**config.mk**
```make
export PLATFORM = sky130hd
export DESIGN_NAME = gf2m_square_unit_flat
export DESIGN_NICKNAME = d
export VERILOG_FILES = /design/src/rtl/gf2m_square_unit_if.sv /design/src/rtl/gf2m_square_unit.sv /design/src/flat_wrapper.sv
export SDC_FILE = /design/constraint.sdc
export NUM_CORES = 1
export LEC_CHECK = 0
export CORE_ASPECT_RATIO = 1.75
export CORE_UTILIZATION = 52
export DETAILED_ROUTE_END_ITERATION = 16
export PLACE_DENSITY = 0.83
export REMOVE_ABC_BUFFERS = 1
export SLEW_MARGIN = 10
export SYNTH_ARGS = -nofsm -noshare
export SYNTH_HDL_FRONTEND = slang
export SYNTH_SLANG_ARGS = --single-unit
```
**constraint.sdc**
```tcl
create_clock -name clk -period 7.1 [get_ports clk]
set_clock_uncertainty 0.2 [all_clocks]
set_input_delay 1.42 -clock clk [delete_from_list [all_inputs] [get_ports clk]]
set_output_delay 1.42 -clock clk [all_outputs]
set_load 0.1 [all_outputs]
```
**src/rtl/gf2m_square_unit_if.sv**
```systemverilog
// Command / operand-RAM / result-RAM bundle for the GF(2^m) squaring engine.
// master = controller plus RAM side, slave = the squaring unit.
interface gf2m_square_unit_if #(
  parameter int unsigned DATA_W = 32,
  parameter int unsigned IDX_W  = 5,
  parameter int unsigned BLK_W  = 3
);
  logic [3:0]             b_command;
  logic [BLK_W-1:0]       read_addr_inv;
  logic [9:0]             Data_len_Polynomial;
  logic [BLK_W+IDX_W-1:0] src_addr;
  logic [DATA_W-1:0]      src_data;
  logic [BLK_W+IDX_W:0]   dst_addr;
  logic [DATA_W-1:0]      dst_data;
  logic                   dst_we;
  logic                   busy;
  logic                   interupt_sqr;

  modport master (
    output b_command, read_addr_inv, Data_len_Polynomial, src_data,
    input  src_addr, dst_addr, dst_data, dst_we, busy, interupt_sqr
  );

  modport slave (
    input  b_command, read_addr_inv, Data_len_Polynomial, src_data,
    output src_addr, dst_addr, dst_data, dst_we, busy, interupt_sqr
  );
endinterface

```
**src/rtl/gf2m_square_unit.sv**
```systemverilog
// GF(2^m) squaring engine: reads m-bit operand word by word and writes the
// unreduced 2m-bit square (bits interleaved with zeros) to the result RAM.
module gf2m_square_unit #(
  parameter int unsigned DATA_W = 32,
  parameter int unsigned IDX_W  = 5,
  parameter int unsigned BLK_W  = 3
) (
  input logic               clk,
  input logic               rst,
  gf2m_square_unit_if.slave bus
);

  typedef enum logic [2:0] {IDLE, RD, CAP, LO, HI, DONE} state_t;

  state_t            state;
  logic [BLK_W-1:0]  base;
  logic [9:0]        len;
  logic [IDX_W-1:0]  i;
  logic [DATA_W-1:0] w;
  logic [10:0]       rem;
  logic [DATA_W-1:0] mask;
  logic [DATA_W-1:0] src_masked;

  function automatic logic [DATA_W-1:0] spread_half(input logic [DATA_W-1:0] x,
                                                     input logic hi);
    logic [DATA_W-1:0] r;
    r = '0;
    for (int unsigned k = 0; k < DATA_W / 2; k++)
      r[2*k] = hi ? x[DATA_W/2 + k] : x[k];
    return r;
  endfunction

  // rem = bits of the operand still unread at word i; it also marks the last
  // word (rem <= 32), which is the same test as i == ceil(len/32) - 1.
  always_comb begin
    rem = {1'b0, len} - 11'({i, 5'b0});
    mask = '0;
    for (int unsigned k = 0; k < DATA_W; k++)
      mask[k] = (11'(k) < rem);
    src_masked = bus.src_data & mask;
  end

  always_ff @(posedge clk) begin
    if (rst) begin
      state            <= IDLE;
      base             <= '0;
      len              <= '0;
      i                <= '0;
      w                <= '0;
      bus.src_addr     <= '0;
      bus.dst_addr     <= '0;
      bus.dst_data     <= '0;
      bus.dst_we       <= 1'b0;
      bus.busy         <= 1'b0;
      bus.interupt_sqr <= 1'b0;
    end else begin
      bus.dst_we       <= 1'b0;
      bus.interupt_sqr <= 1'b0;
      case (state)
        IDLE: begin
          if (bus.b_command == 4'h2) begin
            base     <= bus.read_addr_inv;
            len      <= bus.Data_len_Polynomial;
            i        <= '0;
            bus.busy <= 1'b1;
            if (bus.Data_len_Polynomial == 10'd0) begin
              state            <= DONE;
              bus.interupt_sqr <= 1'b1;
            end else begin
              state        <= RD;
              bus.src_addr <= {bus.read_addr_inv, {IDX_W{1'b0}}};
            end
          end
        end
        RD: state <= CAP;
        CAP: begin
          w            <= src_masked;
          bus.dst_we   <= 1'b1;
          bus.dst_addr <= {base, i, 1'b0};
          bus.dst_data <= spread_half(src_masked, 1'b0);
          state        <= LO;
        end
        LO: begin
          bus.dst_we   <= 1'b1;
          bus.dst_addr <= {base, i, 1'b1};
          bus.dst_data <= spread_half(w, 1'b1);
          state        <= HI;
        end
        HI: begin
          if (rem <= 11'd32) begin
            state            <= DONE;
            bus.interupt_sqr <= 1'b1;
          end else begin
            i            <= i + 1'b1;
            bus.src_addr <= {base, i + 1'b1};
            state        <= RD;
          end
        end
        DONE: begin
          bus.busy <= 1'b0;
          state    <= IDLE;
        end
        default: state <= IDLE;
      endcase
    end
  end

endmodule

```
**src/flat_wrapper.sv**
```systemverilog
// flat-port wrapper written by rule: the top's interface ports become plain ports
module gf2m_square_unit_flat 
#(
  parameter int unsigned DATA_W = 32,
  parameter int unsigned IDX_W  = 5,
  parameter int unsigned BLK_W  = 3
)
  (clk, rst, bus_b_command, bus_read_addr_inv, bus_Data_len_Polynomial, bus_src_data, bus_src_addr, bus_dst_addr, bus_dst_data, bus_dst_we, bus_busy, bus_interupt_sqr);
  gf2m_square_unit_if #(.DATA_W(DATA_W), .IDX_W(IDX_W), .BLK_W(BLK_W)) bus_i ();
  input logic clk;
  input logic rst;
  input wire logic [$bits(bus_i.b_command)-1:0] bus_b_command;
  input wire logic [$bits(bus_i.read_addr_inv)-1:0] bus_read_addr_inv;
  input wire logic [$bits(bus_i.Data_len_Polynomial)-1:0] bus_Data_len_Polynomial;
  input wire logic [$bits(bus_i.src_data)-1:0] bus_src_data;
  output wire logic [$bits(bus_i.src_addr)-1:0] bus_src_addr;
  output wire logic [$bits(bus_i.dst_addr)-1:0] bus_dst_addr;
  output wire logic [$bits(bus_i.dst_data)-1:0] bus_dst_data;
  output wire logic [$bits(bus_i.dst_we)-1:0] bus_dst_we;
  output wire logic [$bits(bus_i.busy)-1:0] bus_busy;
  output wire logic [$bits(bus_i.interupt_sqr)-1:0] bus_interupt_sqr;
  assign bus_i.b_command = bus_b_command;
  assign bus_i.read_addr_inv = bus_read_addr_inv;
  assign bus_i.Data_len_Polynomial = bus_Data_len_Polynomial;
  assign bus_i.src_data = bus_src_data;
  assign bus_src_addr = bus_i.src_addr;
  assign bus_dst_addr = bus_i.dst_addr;
  assign bus_dst_data = bus_i.dst_data;
  assign bus_dst_we = bus_i.dst_we;
  assign bus_busy = bus_i.busy;
  assign bus_interupt_sqr = bus_i.interupt_sqr;
  gf2m_square_unit #(.DATA_W(DATA_W), .IDX_W(IDX_W), .BLK_W(BLK_W)) u_core (.clk(clk), .rst(rst), .bus(bus_i));
endmodule
```
==> flow_summary.json, run 1 <==
{
  "outcome": "finished, final reports clean",
  "route.detailed.drc": 0,
  "hold_path.startpoint": "u_core.bus.dst_addr[6]$_SDFFE_PP0P_",
  "clockRootBuffer": "clkbuf_16",
  "synth.yosys.seq_area_share_pct": 40.15,
  "die_area_sq_mm": 0.007351,
  "finalSetupViolCount": 0,
  "synth-edff-count": 0,
  "whs_path_depth": 2,
  "final_hold_viol_count": 0,
  "timing.rr.start": "u_core.i[0]$_SDFFE_PP0P_",
  "via_count": 3449,
  "cp.arrival_ps": 3530,
  "grt_max_degree": 41,
  "final_nets": 582,
  "postCtsSetupBuffers": 0,
  "drt_iter0_drc": 231,
  "crit_path_end_kind": "flop",
  "ant_nets": 0,
  "rsz0062_at_grt": "no",
  "syn-cell-area_sq_mm": 0.003640,
  "cpPeakStageDelay_ps": 660,
  "io-pin-count": 103,
  "worst_slew_pin_slew_ps": 981.9,
  "start_util_pct": 53.47,
  "drive_gt1_share_pct": 6.805,
  "critPathKind": "input pin to flop",
  "cts_tree": "yes",
  "synth_top_area_share_pct": 40.15,
  "postCtsHoldBufs": 0,
  "worstRegToRegCells": 8,
  "crit_path_start": "bus_b_command[0]",
  "globalplace.congestion": 0.9039,
  "cts_inserted_buffers": 9,
  "async_flop_share_pct": 0,
  "ys_types": 49,
  "maxSlewHeadroom_pct": 34.34,
  "drv_slew": 0,
  "syn_to_final_growth_pct": 31.80,
  "hold_class": "flop to flop",
  "track_usage_pct": 26.95,
  "fill_cells": 553,
  "post-route-period-util_pct": 49.00,
  "fp.dieH_microns": 112.7,
  "p_leak_uw": 0.001626,
  "post_cts_resize_count": 0,
  "antenna_found_initial": 0,
  "ys_dominant_reg_cell": "dfxtp_1",
  "io_buffers": 86,
  "synthTopCellsByArea": "dfxtp_1, nand2_1, a21oi_1, nor2_1, buf_4",
  "fin_crit_ps": 3479,
  "cpMaxStageDelayCell": "nor2_1",
  "worstPathCellList": "clkdlybuf4s50_1, nand2b_1, or4_1, nor2_1, nand2_1, a21oi_1",
  "yosys-top-cells-count": "nand2_1, dfxtp_1, a21oi_1",
  "grt_overflow": 0,
  "yosysMostFrequentCell": "nand2_1",
  "first_global_vias": 3253,
  "irDropWorstVdd_mv": 0.2072,
  "clk_path_buf_depth": 2,
  "syn_area_per_cell_sq_um": 8.143,
  "cts_sinks": 73,
  "cts.clk_slew.worst_paths_ps": 50,
  "max_cap_violations": 0,
  "synthCells": 447,
  "crit_required_ps": 7150,
  "die_w_microns": 65.25,
  "worstSkewPairLatency_ps": 340,
  "htree_levels": 3,
  "start_kind": "input pin",
  "num_rows": 40,
  "p_per_area_mw_per_mm2": 224.0,
  "dp_hpwl_mm": 6.956,
  "antenna_cells": 0,
  "core-area_sq_mm": 0.006807,
  "fmax_mhz": 287.4,
  "ys_ff_latch": 73,
  "yosysWarnings": 0,
  "grt_pass1_wl_mm": 14.97,
  "whs_ps": 255.6,
  "post_drt_wl_per_cell_microns": 15.33,
  "drt_first_pass_iters": 7,
  "avgViaCountPerCell": 5.626,
  "yosysTopAreaCell": "dfxtp_1",
  "routed_wl_mm": 9.399,
  "setup-tns-final_ps": 0,
  "cp_max_fo": 13
}
[state kept, by name, indices dropped and copies added (netlist names)]
| name | cells |
|---|---|
| u_core.bus.dst_data | 16 |
| u_core.bus.interupt_sqr | 1 |
| u_core.base | 3 |
| u_core.i | 5 |
| u_core.bus.busy | 1 |
| u_core.w | 16 |
| u_core.state | 3 |
| u_core.bus.dst_we | 1 |
| u_core.len | 10 |
| u_core.bus.src_addr | 8 |
| u_core.bus.dst_addr | 9 |
[worst paths after layout]
check	to	slack (ps)
min	u_core.bus.dst_addr[6]$_SDFFE_PP0P_	260
max	u_core.len[5]$_SDFFE_PP0P_	3620
min reg2reg	u_core.bus.dst_addr[6]$_SDFFE_PP0P_	260
max reg2reg	u_core.bus.src_addr[6]$_SDFFE_PP0P_	3940
[cells in the final DEF, fill, tap and decap left out, drive strengths merged, types with 7 or more instances in the layout]
master and instances:
nand2b 12, nand3 20, dfxtp 73, inv 15, a221oi 7, a31oi 9, mux2i 8, a32o 7
clkdlybuf4s50 85, nor2 38, o211ai 8, nand2 86, clkbuf 12, o21ai 11, conb 16, a21oi 43
[through the flow]
stage | utilization, % | setup slack (ps) | cells | total power [uW] | instance area [sq um]
floorplan | - | 3929 | 422 | 553.2 | 3482
global placement | 65.83 | 3326 | 597 | 612.2 | 4481
detailed placement | 65.83 | 3283 | 597 | 614.9 | 4481
CTS | 70.48 | 3638 | 613 | 1079 | 4797
global route | 70.48 | 3491 | 613 | 1106 | 4797
finish | 70.48 | 3621 | 613 | 1075 | 4797
[metal layers]
layer	vias up	part of all wire [%]	track usage, %
met4	0	4.0	16.38
met5	-	0	0
met2	128	56	49.28
met1	1590	35	26.82
li1	1700	-	-
met3	31	4.8	5.285
[kinds of logic after synthesis]
| family | count (synthesis) | synth area share [%] |
|---|---|---|
| muxes | 13 | 4.160 |
| AOI/OAI and AO/OA | 106 | 19.32 |
| xor gates and xnor gates | 5 | 1.203 |
| adders and majority gates | 7 | 2.613 |
| other | 1 | 0.1030 |
| buffers and inverters | 55 | 7.425 |
| and+or+nand+nor | 187 | 25.03 |
| DFF | 73 | 40.15 |
[final cells by class]
type                    count  area [sq um]  share of cell area, %
multi-input cells         334          1964                  40.95
flip-flops and latches     73          1461                  30.46
repair buffers             91         893.4                  18.62
clock buffers              12         266.5                  5.556
well taps                  84         105.1                  2.191
inverters                  15         56.30                  1.174
clock inverters             4         50.05                  1.043
[critical path, delay by kind of cell]
kind | cells | cell delay, ps
AOI/OAI and AO/OA | 1 | 200
buffers and inverters | 1 | 390
and+or+nand+nor | 4 | 1520
[report_power, final]
group / switching [uW] / internal (uW)
clock: 167 / 300
combinational: 125 / 57.1
sequential: 6.82 / 419
(Power assumes the default switching activity.)
==> run 2: changes to the inputs <==
--- a/config.mk
+++ b/config.mk
@@ -6,9 +6,9 @@
 export NUM_CORES = 1
 export LEC_CHECK = 0
 export CORE_ASPECT_RATIO = 1.75
-export CORE_UTILIZATION = 52
+export CORE_UTILIZATION = 48
 export DETAILED_ROUTE_END_ITERATION = 16
-export PLACE_DENSITY = 0.83
+export PLACE_DENSITY = 0.77
 export REMOVE_ABC_BUFFERS = 1
 export SLEW_MARGIN = 10
 export SYNTH_ARGS = -nofsm -noshare
==> constraint.sdc (replaced) <==
create_clock -name clk -period 3.4 [get_ports clk]
set_clock_uncertainty 0.2 [all_clocks]
set_input_delay 0.68 -clock clk [delete_from_list [all_inputs] [get_ports clk]]
set_output_delay 0.68 -clock clk [all_outputs]
set_load 0.1 [all_outputs]
==> run 2 against run 1 <==
Wire length up 1.6%. Largest power group unchanged. Global-route usage down 1.3 points. Setup slack worse by 3300 ps.
==> flow_summary.json, run 2 (synthesis gave the netlist of run 1 again) <==
{
  "finalSetupViolCount": 0,
  "irDropWorstVdd_mv": 0.3493,
  "grt_overflow": 0,
  "dp_hpwl_mm": 7.005,
  "critPathKind": "flop to flop",
  "outcome": "finished, final reports clean",
  "final_cell_area_sq_mm": 0.004768,
  "worstSkewPairLatency_ps": 340,
  "cts.clk_slew.worst_paths_ps": 60,
  "avgViaCountPerCell": 5.631,
  "cts_sinks": 73,
  "pwr-share-seq_pct": 38.5,
  "antenna_found_initial": 0,
  "start_util_pct": 49.97,
  "p_per_area_mw_per_mm2": 484.3,
  "dpl_cell_area_sq_mm": 0.004438,
  "cp_max_fo": 8,
  "globalplace.congestion": 0.9095,
  "first_global_vias": 3350,
  "fmax_mhz": 322.5,
  "hold_class": "flop to flop",
  "htree_levels": 3,
  "clockRootBuffer": "clkbuf_16",
  "p_leak_uw": 0.001740,
  "cts_inserted_buffers": 9,
  "cts_tree": "yes",
  "drt_iter0_drc": 195,
  "final_nets": 588,
  "max_cap_violations": 0,
  "postCtsHoldBufs": 0,
  "whs_path_depth": 2,
  "routed_wl_mm": 9.551,
  "switching_power_uw": 631.3,
  "io_buffers": 86,
  "clockPowerShare_pct": 44.6,
  "drt_first_pass_iters": 5,
  "ant_nets": 0,
  "worstRegToRegCells": 8,
  "whs_ps": 253.6,
  "largestRegisters": "u_core.bus.dst_data (16), u_core.w (16), u_core.len (10)",
  "final_hold_viol_count": 0,
  "crit_required_ps": 3420,
  "antenna_cells": 0,
  "power_frac_comb_pct": 16.8,
  "clk_path_buf_depth": 2,
  "layout_common_cells": "nand2_1, dfxtp_1, clkdlybuf4s50_1, buf_4, a21oi_1",
  "fp.dieH_microns": 117.2,
  "drv_slew": 0,
  "swShare_pct": 27.34,
  "start_kind": "flop",
  "worst_slew_pin_slew_ps": 786.9,
  "postCtsSetupBuffers": 0,
  "p_int_uw": 1678,
  "grt_pass1_wl_mm": 15.12,
  "die_w_microns": 67.83,
  "drive_gt1_share_pct": 14.58,
  "grt_max_degree": 31,
  "post_drt_wl_per_cell_microns": 15.38,
  "rsz0062_at_grt": "no",
  "crit_path_end_kind": "flop",
  "post_cts_resize_count": 0,
  "layout_commonest_cell": "nand2_1",
  "via_count": 3497,
  "track_usage_pct": 25.64,
  "cp.arrival_ps": 3120,
  "io-pin-count": 103,
  "route.detailed.drc": 0,
  "core-area_sq_mm": 0.007284,
  "setup-tns-final_ps": 0,
  "die_area_sq_mm": 0.007949,
  "post-route-period-util_pct": 91.21,
  "maxSlewHeadroom_pct": 47.14,
  "num_rows": 41,
  "syn_to_final_growth_pct": 31.01,
  "fin_crit_ps": 3101
}
run 2: cell count changes in the layout (fill, tap and decap cells not counted), sizes merged:
cell	before	now
bufinv	1	2
clkbuf	12	11
clkdlybuf4s50	85	49
buf	6	48
clkinvlp	2	1
clkinv	1	2
run 2: per-layer routing:
metal	vias up	share of wire, %	GRT usage [%]
met5	-	0	0
met4	0	3.8	15.28
met3	30	5.3	5.136
met2	124	52	45.15
met1	1633	38	27.29
li1	1710	-	-
run 2: power by group through the flow:
stage	Combinational (uW)	Sequential, uW	Clock (uW)
after global routing	412	892	1080
after CTS	388	889	1040
after detailed placement	386	908	0
after floorplan	189	966	0
final	389	890	1030
after global placement	383	907	0
run 2: worst paths after layout:
check	slack (ps)	to	from
setup reg to reg	300	u_core.bus.src_addr[6]$_SDFFE_PP0P_	u_core.i[0]$_SDFFE_PP0P_
hold reg to reg	250	u_core.bus.dst_addr[5]$_SDFFE_PP0P_	u_core.bus.dst_addr[5]$_SDFFE_PP0P_
hold / removal	250	u_core.bus.dst_addr[5]$_SDFFE_PP0P_	u_core.bus.dst_addr[5]$_SDFFE_PP0P_
setup / recovery	300	u_core.bus.src_addr[6]$_SDFFE_PP0P_	u_core.i[0]$_SDFFE_PP0P_
run 2: stage by stage:
stage / utilization (%) / power, uW / std cells / setup slack [ps]
floorplan: - / 1155 / 422 / 556.7
global route: 65.46 / 2385 / 621 / 177.3
finish: 65.46 / 2309 / 621 / 298.8
detailed placement: 60.92 / 1294 / 605 / 322.8
CTS: 65.46 / 2320 / 621 / 302.8
global placement: 60.92 / 1290 / 605 / 355.3
run 2: cell type report:
class	count	area, sq um
clock inverters	5	77.57
repair buffers	97	848.3
well taps	86	107.6
inverters	15	56.30
flip-flops and latches	73	1461
clock buffers	11	252.7
multi-input cells	334	1964
fillers	646	2516
run 2: critical path: stages, from the launching register on:
cell and delay [ps]:
dfxtp_1 380, ha_1 250, fa_1 400, nand2b_1 160, a21oi_1 240, mux2_4 350
and4_4 180, a211oi_4 480, mux2_4 340
==> run 3: changes to the inputs <==
--- a/config.mk
+++ b/config.mk
@@ -7,6 +7,7 @@
 export LEC_CHECK = 0
 export CORE_ASPECT_RATIO = 1.75
 export CORE_UTILIZATION = 48
+export CTS_CLUSTER_DIAMETER = 150
 export DETAILED_ROUTE_END_ITERATION = 16
 export PLACE_DENSITY = 0.77
 export REMOVE_ABC_BUFFERS = 1
==> results of run 3 <==
Final layout, timing and power as in run 2 (identical DEF).
